$ cat config.mk
export PLATFORM = sky130hd
export DESIGN_NAME = render_cmd_fifo
export DESIGN_NICKNAME = d
export VERILOG_FILES = /design/src/rtl/render_pkg.sv /design/src/rtl/render_fifo.sv /design/src/rtl/render_cmd_fifo.sv
export SDC_FILE = /design/constraint.sdc
export NUM_CORES = 1
export LEC_CHECK = 0
export CELL_PAD_IN_SITES_DETAIL_PLACEMENT = 2
export CELL_PAD_IN_SITES_GLOBAL_PLACEMENT = 2
export CORE_MARGIN = 8
export CORE_UTILIZATION = 50
export DETAILED_ROUTE_END_ITERATION = 16
export DONT_BUFFER_PORTS = 1
export PLACE_DENSITY = 0.94
export SLEW_MARGIN = 20
export SYNTH_ARGS = -nofsm -noshare
export SYNTH_HDL_FRONTEND = slang
export SYNTH_SLANG_ARGS = --single-unit
$ cat constraint.sdc
create_clock -name clk -period 5.9 [get_ports clk]
set_clock_uncertainty 0.2 [all_clocks]
set_input_delay 0.59 -clock clk [delete_from_list [all_inputs] [get_ports clk]]
set_output_delay 0.59 -clock clk [all_outputs]
set_load 0.1 [all_outputs]
$ cat src/rtl/render_pkg.sv
`default_nettype none
// +----------------------------------------------------------------------+
// | render_pkg: register map, bit positions and command type shared by   |
// | the renderer command queue.                      Revision: 1.0       |
// +----------------------------------------------------------------------+
package render_pkg;

    localparam logic [3:0] ADDR_STATUS = 4'd0;
    localparam logic [3:0] ADDR_X      = 4'd1;
    localparam logic [3:0] ADDR_Y      = 4'd2;
    localparam logic [3:0] ADDR_ISSUED = 4'd3;
    localparam logic [3:0] ADDR_CODE   = 4'd4;
    localparam logic [3:0] ADDR_COMMIT = 4'd6;
    localparam logic [3:0] ADDR_CTRL   = 4'd7;

    localparam int STAT_EMPTY_BIT = 0;
    localparam int STAT_FULL_BIT  = 1;
    localparam int STAT_HOLD_BIT  = 2;
    localparam int STAT_LEVEL_LSB = 8;

    localparam int CTRL_FLUSH_BIT = 0;
    localparam int CTRL_HOLD_BIT  = 1;

    localparam int CMD_X_W    = 9;
    localparam int CMD_Y_W    = 8;
    localparam int CMD_CODE_W = 8;

    typedef struct packed {
        logic [CMD_X_W-1:0]    x;
        logic [CMD_Y_W-1:0]    y;
        logic [CMD_CODE_W-1:0] code;
    } render_cmd_t;

endpackage
`default_nettype wire

$ cat src/rtl/render_fifo.sv
`default_nettype none
// +----------------------------------------------------------------------+
// | render_fifo: first-word-fall-through synchronous FIFO with level     |
// | counter and synchronous flush.                   Revision: 1.0       |
// +----------------------------------------------------------------------+
module render_fifo #(
    parameter int WIDTH = 25,
    parameter int DEPTH = 16
) (
    input  logic                       clk,
    input  logic                       rst_n,
    input  logic                       flush,
    input  logic                       push,
    input  logic [WIDTH-1:0]           wdata,
    input  logic                       pop,
    output logic [WIDTH-1:0]           rdata,
    output logic                       empty,
    output logic                       full,
    output logic [$clog2(DEPTH):0]     level
);

    localparam int AW = $clog2(DEPTH);

    logic [WIDTH-1:0] mem_q [DEPTH];
    logic [WIDTH-1:0] mem_d [DEPTH];
    logic [AW-1:0]    wr_ptr_q, wr_ptr_d;
    logic [AW-1:0]    rd_ptr_q, rd_ptr_d;
    logic [AW:0]      level_q,  level_d;
    logic             w_do_push;
    logic             w_do_pop;

    assign empty = (level_q == '0);
    assign full  = (level_q == (AW+1)'(DEPTH));
    assign level = level_q;
    assign rdata = mem_q[rd_ptr_q];

    assign w_do_push = push && !full;
    assign w_do_pop  = pop && !empty;

    always_comb begin
        mem_d    = mem_q;
        wr_ptr_d = wr_ptr_q;
        rd_ptr_d = rd_ptr_q;
        level_d  = level_q;
        // Flush wins over any same-cycle push or pop.
        if (flush) begin
            wr_ptr_d = '0;
            rd_ptr_d = '0;
            level_d  = '0;
        end else begin
            if (w_do_push) begin
                mem_d[wr_ptr_q] = wdata;
                wr_ptr_d        = wr_ptr_q + 1'b1;
            end
            if (w_do_pop) begin
                rd_ptr_d = rd_ptr_q + 1'b1;
            end
            level_d = level_q + {{AW{1'b0}}, w_do_push} - {{AW{1'b0}}, w_do_pop};
        end
    end

    always_ff @(posedge clk or negedge rst_n) begin
        if (!rst_n) begin
            for (int i = 0; i < DEPTH; i++) begin
                mem_q[i] <= '0;
            end
            wr_ptr_q <= '0;
            rd_ptr_q <= '0;
            level_q  <= '0;
        end else begin
            mem_q    <= mem_d;
            wr_ptr_q <= wr_ptr_d;
            rd_ptr_q <= rd_ptr_d;
            level_q  <= level_d;
        end
    end

endmodule
`default_nettype wire

$ cat src/rtl/render_cmd_fifo.sv
`default_nettype none
// +----------------------------------------------------------------------+
// | render_cmd_fifo: Avalon-MM staged plot commands queued toward the    |
// | renderer, with hold, flush and progress readback. Revision: 1.0      |
// +----------------------------------------------------------------------+
module render_cmd_fifo
    import render_pkg::*;
#(
    parameter int DEPTH  = 16,
    parameter int X_W    = 9,
    parameter int Y_W    = 8,
    parameter int CODE_W = 8
) (
    input  logic              clk,
    input  logic              rst_n,
    input  logic [3:0]        slave_address,
    input  logic              slave_read,
    output logic [31:0]       slave_readdata,
    input  logic              slave_write,
    input  logic [31:0]       slave_writedata,
    output logic              slave_waitrequest,
    output logic              cmd_valid,
    input  logic              cmd_ready,
    output logic [X_W-1:0]    cmd_x,
    output logic [Y_W-1:0]    cmd_y,
    output logic [CODE_W-1:0] cmd_code
);

    localparam int CMD_W = X_W + Y_W + CODE_W;
    localparam int LVL_W = $clog2(DEPTH) + 1;

    logic [X_W-1:0]    x_q, x_d;
    logic [Y_W-1:0]    y_q, y_d;
    logic [CODE_W-1:0] code_q, code_d;
    logic              hold_q, hold_d;
    logic [15:0]       issued_q, issued_d;

    logic              w_wr_commit;
    logic              w_push;
    logic              w_pop;
    logic              w_flush;
    logic              w_empty;
    logic              w_full;
    logic [LVL_W-1:0]  w_level;
    logic [CMD_W-1:0]  w_head;
    logic              unused_wdata;

    assign unused_wdata = ^slave_writedata;

    assign w_wr_commit       = slave_write && (slave_address == ADDR_COMMIT);
    assign w_push            = w_wr_commit && !w_full;
    assign w_flush           = slave_write && (slave_address == ADDR_CTRL)
                               && slave_writedata[CTRL_FLUSH_BIT];
    // Depends only on the registered full flag, never on cmd_ready.
    assign slave_waitrequest = w_wr_commit && w_full;

    assign cmd_valid = !w_empty && !hold_q;
    assign w_pop     = cmd_valid && cmd_ready && !w_flush;
    assign {cmd_x, cmd_y, cmd_code} = w_head;

    render_fifo #(
        .WIDTH (CMD_W),
        .DEPTH (DEPTH)
    ) u_fifo (
        .clk   (clk),
        .rst_n (rst_n),
        .flush (w_flush),
        .push  (w_push),
        .wdata ({x_q, y_q, code_q}),
        .pop   (w_pop),
        .rdata (w_head),
        .empty (w_empty),
        .full  (w_full),
        .level (w_level)
    );

    always_comb begin
        x_d      = x_q;
        y_d      = y_q;
        code_d   = code_q;
        hold_d   = hold_q;
        issued_d = issued_q + {15'd0, w_pop};
        if (slave_write) begin
            case (slave_address)
                ADDR_X:    x_d    = slave_writedata[X_W-1:0];
                ADDR_Y:    y_d    = slave_writedata[Y_W-1:0];
                ADDR_CODE: code_d = slave_writedata[CODE_W-1:0];
                ADDR_CTRL: hold_d = slave_writedata[CTRL_HOLD_BIT];
                default:   ;
            endcase
        end
    end

    always_comb begin
        slave_readdata = '0;
        if (slave_read) begin
            case (slave_address)
                ADDR_STATUS: begin
                    slave_readdata[STAT_EMPTY_BIT]         = w_empty;
                    slave_readdata[STAT_FULL_BIT]          = w_full;
                    slave_readdata[STAT_HOLD_BIT]          = hold_q;
                    slave_readdata[STAT_LEVEL_LSB +: 8]    = 8'(w_level);
                end
                ADDR_X:      slave_readdata[X_W-1:0]       = x_q;
                ADDR_Y:      slave_readdata[Y_W-1:0]       = y_q;
                ADDR_ISSUED: slave_readdata[15:0]          = issued_q;
                ADDR_CODE:   slave_readdata[CODE_W-1:0]    = code_q;
                ADDR_CTRL:   slave_readdata[CTRL_HOLD_BIT] = hold_q;
                default:     ;
            endcase
        end
    end

    always_ff @(posedge clk or negedge rst_n) begin
        if (!rst_n) begin
            x_q      <= '0;
            y_q      <= '0;
            code_q   <= '0;
            hold_q   <= 1'b0;
            issued_q <= '0;
        end else begin
            x_q      <= x_d;
            y_q      <= y_d;
            code_q   <= code_d;
            hold_q   <= hold_d;
            issued_q <= issued_d;
        end
    end

endmodule
`default_nettype wire
==> results of run 1 <==
## cells by family (layout without fill, tap and decap cells)
| logic type | count (synthesis) | count (layout) | share of synthesized area (%) |
|---|---|---|---|
| and+or+nand+nor | 138 | 138 | 3.83 |
| AOI/OAI and AO/OA | 135 | 135 | 4.77 |
| muxes | 578 | 578 | 33.0 |
| xor gates and xnor gates | 21 | 21 | 0.856 |
| buffers and inverters | 152 | 159 | 3.70 |
| other | 1 | 17 | 0.0174 |
| adders and majority gates | 14 | 14 | 0.850 |
| DFF | 455 | 455 | 53.0 |
## power groups by stage
stage / registers (W) / logic (W) / clock network (W)
6_report: 0.00411 / 0.00352 / 0.00355
5_1_grt: 0.00414 / 0.00363 / 0.00367
4_1_cts: 0.00408 / 0.00348 / 0.00356
3_5_place_dp: 0.00410 / 0.00335 / 0
3_3_place_gp: 0.00400 / 0.00318 / 0
2_1_floorplan: 0.00365 / 0.00289 / 0
## flip-flops by register name, summed over array words and instances (netlist names)
| signal | flops |
|---|---|
| u_fifo.rd_ptr_q | 4 |
| u_fifo.wr_ptr_q | 4 |
| hold_q | 1 |
| issued_q | 16 |
| u_fifo.level | 5 |
| code_q | 8 |
| y_q | 8 |
| u_fifo.mem_q | 400 |
| x_q | 9 |
## final cells by class
class                   count  area share (%)
clock buffers              73            6.07
well taps                 546            2.86
diodes                      1          0.0105
multi-input cells         902            39.6
repair buffers             56            2.13
flip-flops and latches    455            47.7
clock inverters            18            1.45
inverters                  12           0.189
## cell usage after synthesis (11+ instances only)
library cell	instances
mux2i_1	102
mux2_2	383
a221oi_1	51
o21ai_0	28
mux2_4	40
a22oi_1	32
ha_1	13
nand2_1	40
nor2_1	26
buf_2	37
mux4_2	50
inv_1	11
xnor2_1	15
buf_4	35
clkbuf_1	61
nor2b_1	13
dfrtp_1	455
## stage by stage
step / cells / util, % / power (W) / cell area, µm²
3_5_place_dp: 1962 / 51.3 / 0.00745 / 22000
6_report: 2063 / 55.8 / 0.0112 / 23900
4_1_cts: 2062 / 55.7 / 0.0111 / 23900
5_1_grt: 2063 / 55.8 / 0.0114 / 23900
3_3_place_gp: 1962 / 51.3 / 0.00718 / 22000
2_1_floorplan: 1509 / - / 0.00654 / 21600
## metal layers
layer | vias to the layer above | GRT usage (%)
li1 | 5451 | -
met1 | 7495 | 35.9
met2 | 663 | 56.1
met3 | 279 | 7.04
met4 | 4 | 16.9
met5 | - | 0
## path summary, 6_finish.rpt
| check | from | slack, ns | end | cells after the start |
|---|---|---|---|---|
| max in group asynchronous | rst_n | 4.45 | u_fifo.level[4] | 0 |
| min in group clk | slave_writedata[0] | 0.12 | y_q[0] | 2 |
| setup reg to reg | u_fifo.level[3] | 1.50 | u_fifo.level[4] | 14 |
| setup / recovery | u_fifo.rd_ptr_q[2] | 1.09 | cmd_code[4] | 6 |
| hold / removal | rst_n | -0.49 | u_fifo.mem_q[1] | 0 |
| hold reg to reg | u_fifo.mem_q[120] | 0.31 | u_fifo.mem_q[120] | 1 |
## cells in the final DEF, fill, tap and decap left out, types with 8 or more instances in the layout
cell type / Yosys / final
conb_1: 1 / 16
clkbuf_8: 0 / 9
mux4_2: 50 / 50
nor2b_1: 13 / 8
ha_1: 13 / 13
mux2_2: 383 / 383
a22oi_1: 32 / 32
mux2_4: 40 / 40
o21ai_0: 28 / 28
nand3_1: 8 / 8
clkbuf_1: 61 / 13
inv_1: 11 / 11
dfrtp_1: 455 / 453
and3_1: 8 / 8
nand2_1: 40 / 40
mux2i_1: 102 / 102
xnor2_1: 15 / 15
a221oi_1: 51 / 51
dlygate4sd3_1: 0 / 9
bufinv_16: 0 / 10
buf_4: 35 / 43
clkbuf_16: 0 / 51
nor2_1: 26 / 20
==> flow_metrics.tcl, run 1 <==
set metrics [dict create \
    hold_viol 455 \
    grt_pass1_wl_um 118000 \
    crit_fanout 41 \
    switching_share_pct 40.1 \
    powerDensity_mw_per_mm2 468 \
    start_util_pct 50.2 \
    ios 100 \
    ys.flop_type "dfrtp_1" \
    clkPwrFrac_pct 31.7 \
    comb_power_share_pct 31.5 \
    synth_area_mm2 0.0215 \
    finalMaxSlewViolations 259 \
    ir_drop_mv 0.288 \
    rows 76 \
    crit_buf_inv 2 \
    grt_overflow 0 \
    hp-class "in2async" \
    top_layer_used "met5" \
    syn_to_final_growth_pct 11.1 \
    dp_slack_ns 1.81 \
    grt_max_degree 456 \
    cts_sinks 455 \
    die_w_um 223 \
    synthArstFlopShare_pct 100 \
    multiInputGateArea_mm2 0.00945 \
    vias 13892 \
    worstPathRequired_ns 5.11 \
    cpLargestDelayFamily "simple AND/OR/NAND/NOR gates" \
    root_buffer "clkbuf_16" \
    avgSynthCellArea_um2 14.4 \
    cts_setup_buffers 0 \
    worst_path_largest_cell_delay_ns 1.11 \
    yosysTopAreaCell "dfrtp_1" \
    seq_area_mm2 0.0114 \
    via_per_inst 6.73 \
    worst_slew_pin_slew_ns 1.97 \
    arrival_ns 4.02 \
    finalSetupViolations 0 \
    drtIter0Drc 974 \
    synthTopCellsByArea "dfrtp_1 (53%), mux2_2 (20%), mux4_2 (5.2%)" \
    setup_ws_ns 1.09 \
    period_share_pct 81.6 \
    ctsHtreeMaxLevel 2 \
    synth_seq_area_share_pct 53.0 \
    antenna_found_initial 3 \
    crit_top_cell "buf_4" \
    cts_resized 0 \
    dieArea_mm2 0.0499 \
    antenna_left 0 \
    wl_met2_um 41200 \
    grt_pass1_vias 16530 \
    synth_cell_type_count 54 \
    internal_power_w 0.00669 \
    routed-wl-met3_um 4860 \
    crit_chain "and2_2 -> buf_4 -> a221oi_1 -> o21ai_0 -> nand2_1 -> buf_4" \
    end_kind "output port" \
    cts_tree "yes" \
    ys_ff_latch 455 \
    slew_headroom_pct -31.1 \
    p_leak_nw 11.7 \
    cap_violations 0 \
    synth_top_cell_area_share_pct 53.0 \
    worstSkewPairLatency_ns 0.60 \
    drive_gt1_share_pct 41.7 \
    firstDrtPassIters 5 \
    dp_hpwl_um 41700 \
    critPathKind "reg2out" \
    synth_warnings 0 \
    ctsHoldBuffers 9 \
    netlist_instances 1494 \
    min_period_ns 4.81 \
    synth_edf_count 0 \
    tns_ns 0 \
    fillers 3714 \
    dieHeight_um 223 \
    crit_path_start_kind "register" \
    failed_checks "hold timing, slew limit" \
    rsz0062_at_grt "false" \
    fmax_mhz 208 \
    place_congestion 0.784 \
    met1Wirelength_um 29000 \
    cp_slowest_cell "and2_2" \
    seqPwrFrac_pct 36.7 \
    wl_per_cell_um 38.5 \
    core_area_mm2 0.0428 \
    routed_wirelength_um 79400 \
    cts_buffer_depth 3 \
    portBuffers 0 \
    drc 0 \
    holdWs_ns -0.495 \
    switching_power_w 0.00449 \
    numCtsBuffers 49 \
    clk_pin_slew_ns 0.07 \
    nets 1531 \
    status "finished, violations left" \
    grt_usage_pct 31.9 \
]
(Power assumes the default switching activity.)
==> inputs of run 2 (changes only) <==
--- a/config.mk
+++ b/config.mk
@@ -8,10 +8,10 @@
 export CELL_PAD_IN_SITES_DETAIL_PLACEMENT = 2
 export CELL_PAD_IN_SITES_GLOBAL_PLACEMENT = 2
 export CORE_MARGIN = 8
-export CORE_UTILIZATION = 50
+export CORE_UTILIZATION = 47
 export DETAILED_ROUTE_END_ITERATION = 16
 export DONT_BUFFER_PORTS = 1
-export PLACE_DENSITY = 0.94
+export PLACE_DENSITY = 0.89
 export SLEW_MARGIN = 20
 export SYNTH_ARGS = -nofsm -noshare
 export SYNTH_HDL_FRONTEND = slang
==> constraint.sdc (replaced) <==
create_clock -name clk -period 4.7 [get_ports clk]
set_clock_uncertainty 0.2 [all_clocks]
set_input_delay 0.47 -clock clk [delete_from_list [all_inputs] [get_ports clk]]
set_output_delay 0.47 -clock clk [all_outputs]
set_load 0.1 [all_outputs]
==> run 2 against run 1 <==
Net effect: the flow finishes with violations (hold timing); design area rose by 1.4%; register-to-register slack got worse by 0.67 ns; wire length fell by 5.9%; die area rose by 5.9%; largest cell class unchanged; largest power group unchanged.
==> flow_metrics.tcl, run 2 (synthesis results as in run 1) <==
set metrics [dict create \
    die_w_um 230 \
    start_util_pct 47.5 \
    final_common_cell "dfrtp_1" \
    final_cells 2118 \
    grt_overflow 0 \
    worstPathRequired_ns 4.03 \
    worstSkewPairLatency_ns 0.60 \
    mostFrequentLayoutCells "dfrtp_1 (453), mux2_2 (383), mux2i_1 (102)" \
    crit_fanout 26 \
    drc 0 \
    arrival_ns 3.61 \
    hold_viol 455 \
    place_congestion 0.794 \
    firstDrtPassIters 7 \
    p_leak_nw 11.8 \
    grt_max_degree 456 \
    nets 1543 \
    ios 100 \
    rows 78 \
    hp-class "in2async" \
    reg2reg_depth 15 \
    worst_slew_pin_slew_ns 1.22 \
    vias 13697 \
    seqPwrFrac_pct 35.3 \
    crit_path_start_kind "register" \
    wl_per_cell_um 35.3 \
    routed_wirelength_um 74700 \
    biggestRegsByFlops "u_fifo.mem_q (400), issued_q (16), x_q (9)" \
    dieHeight_um 230 \
    drtIter0Drc 1025 \
    ir_drop_mv 0.504 \
    finalSetupViolations 0 \
    grt.busiest_layer "met2" \
    clkPwrFrac_pct 29.5 \
    numCtsBuffers 50 \
    antenna_found_initial 0 \
    core_area_mm2 0.0453 \
    antenna_left 0 \
    grt_pass1_wl_um 112000 \
    grt_use_met2_pct 50.3 \
    grt_usage_pct 28.3 \
    switching_share_pct 39.2 \
    syn_to_final_growth_pct 12.6 \
    rsz0062_at_grt "false" \
    critPathKind "reg2out" \
    portBuffers 0 \
    root_buffer "clkbuf_16" \
    comb_power_share_pct 35.2 \
    dp.cells 2027 \
    internal_power_w 0.00858 \
    powerDensity_mw_per_mm2 583 \
    cts_tree "yes" \
    switching_power_w 0.00553 \
    failed_checks "hold timing" \
    end_kind "output port" \
    holdWs_ns -0.596 \
    cts_sinks 455 \
    cts_setup_buffers 0 \
    tns_ns 0 \
    largest_register "u_fifo.mem_q" \
    dieArea_mm2 0.0528 \
    status "finished, violations left" \
    gr-usage-met3_pct 4.30 \
    period_share_pct 91.2 \
    ctsHtreeMaxLevel 2 \
    diodes 0 \
    cts_resized 0 \
    grt_pass1_vias 16235 \
    met1_usage_pct 32.5 \
    cts_buffer_depth 3 \
    drive_gt1_share_pct 42.3 \
    slew_headroom_pct 17.9 \
    fmax_mhz 233 \
    cap_violations 0 \
    fillers 4045 \
    largest_reg_flops 400 \
    via_per_inst 6.47 \
    clk_pin_slew_ns 0.06 \
    ctsHoldBuffers 9 \
    dp_hpwl_um 39800 \
    min_period_ns 4.28 \
    finalMaxSlewViolations 0 \
]
## run 2: worst max-delay path: stages, from the launching register on
cell and delay, ns:
dfrtp_1 0.72, nor2b_4 0.87, buf_4 0.35, a221oi_1 0.16, o21ai_0 0.39, nand2_1 0.26
buf_12 0.23
## run 2: worst paths after layout
| check | slack (ns) | end | startpoint |
|---|---|---|---|
| max | 0.42 | cmd_x[2] | u_fifo.rd_ptr_q[2] |
| min reg2reg | 0.31 | u_fifo.mem_q[394] | u_fifo.mem_q[394] |
| max reg2reg | 0.83 | u_fifo.level[4] | u_fifo.level[2] |
| min in group clk | 0.06 | u_fifo.rd_ptr_q[2] | cmd_ready |
| max in group asynchronous | 4.23 | u_fifo.level[4] | rst_n |
| min | -0.60 | u_fifo.mem_q[202] | rst_n |
## run 2: power groups by stage
stage / Clock (W) / Combinational (W) / Sequential [W]
5_1_grt: 0.00433 / 0.00515 / 0.00501
3_5_place_dp: 0 / 0.00484 / 0.00497
4_1_cts: 0.00422 / 0.00498 / 0.00495
3_3_place_gp: 0 / 0.00465 / 0.00486
6_report: 0.00416 / 0.00497 / 0.00497
2_1_floorplan: 0 / 0.00363 / 0.00458
## run 2: through the flow
step	setup slack, ns	hold slack, ns	power (W)	util, %	instance area (µm²)
floorplan	0.950	-0.0256	0.00821	-	21600
global placement	1.26	0.0213	0.00951	49.5	22400
detailed placement	0.986	0.0176	0.00980	49.5	22400
CTS	0.452	-0.615	0.0141	53.4	24200
global route	0.365	-0.636	0.0145	53.4	24200
finish	0.416	-0.596	0.0141	53.4	24200
## run 2: per-layer routing
layer / wire [µm] / up-vias
li1: - / 5464
met3: 3360 / 244
met4: 3990 / 0
met5: 0 / -
met2: 39100 / 514
met1: 28200 / 7475
## run 2: layout make-up
class	instances	area, µm²	area share, %
sequential	455	11400	47.1
multi-input combinational	902	9440	39.0
clock buffer	67	1450	5.99
timing repair buffer	67	896	3.70
tap	600	751	3.10
clock inverter	15	228	0.941
inverter	12	45.0	0.186
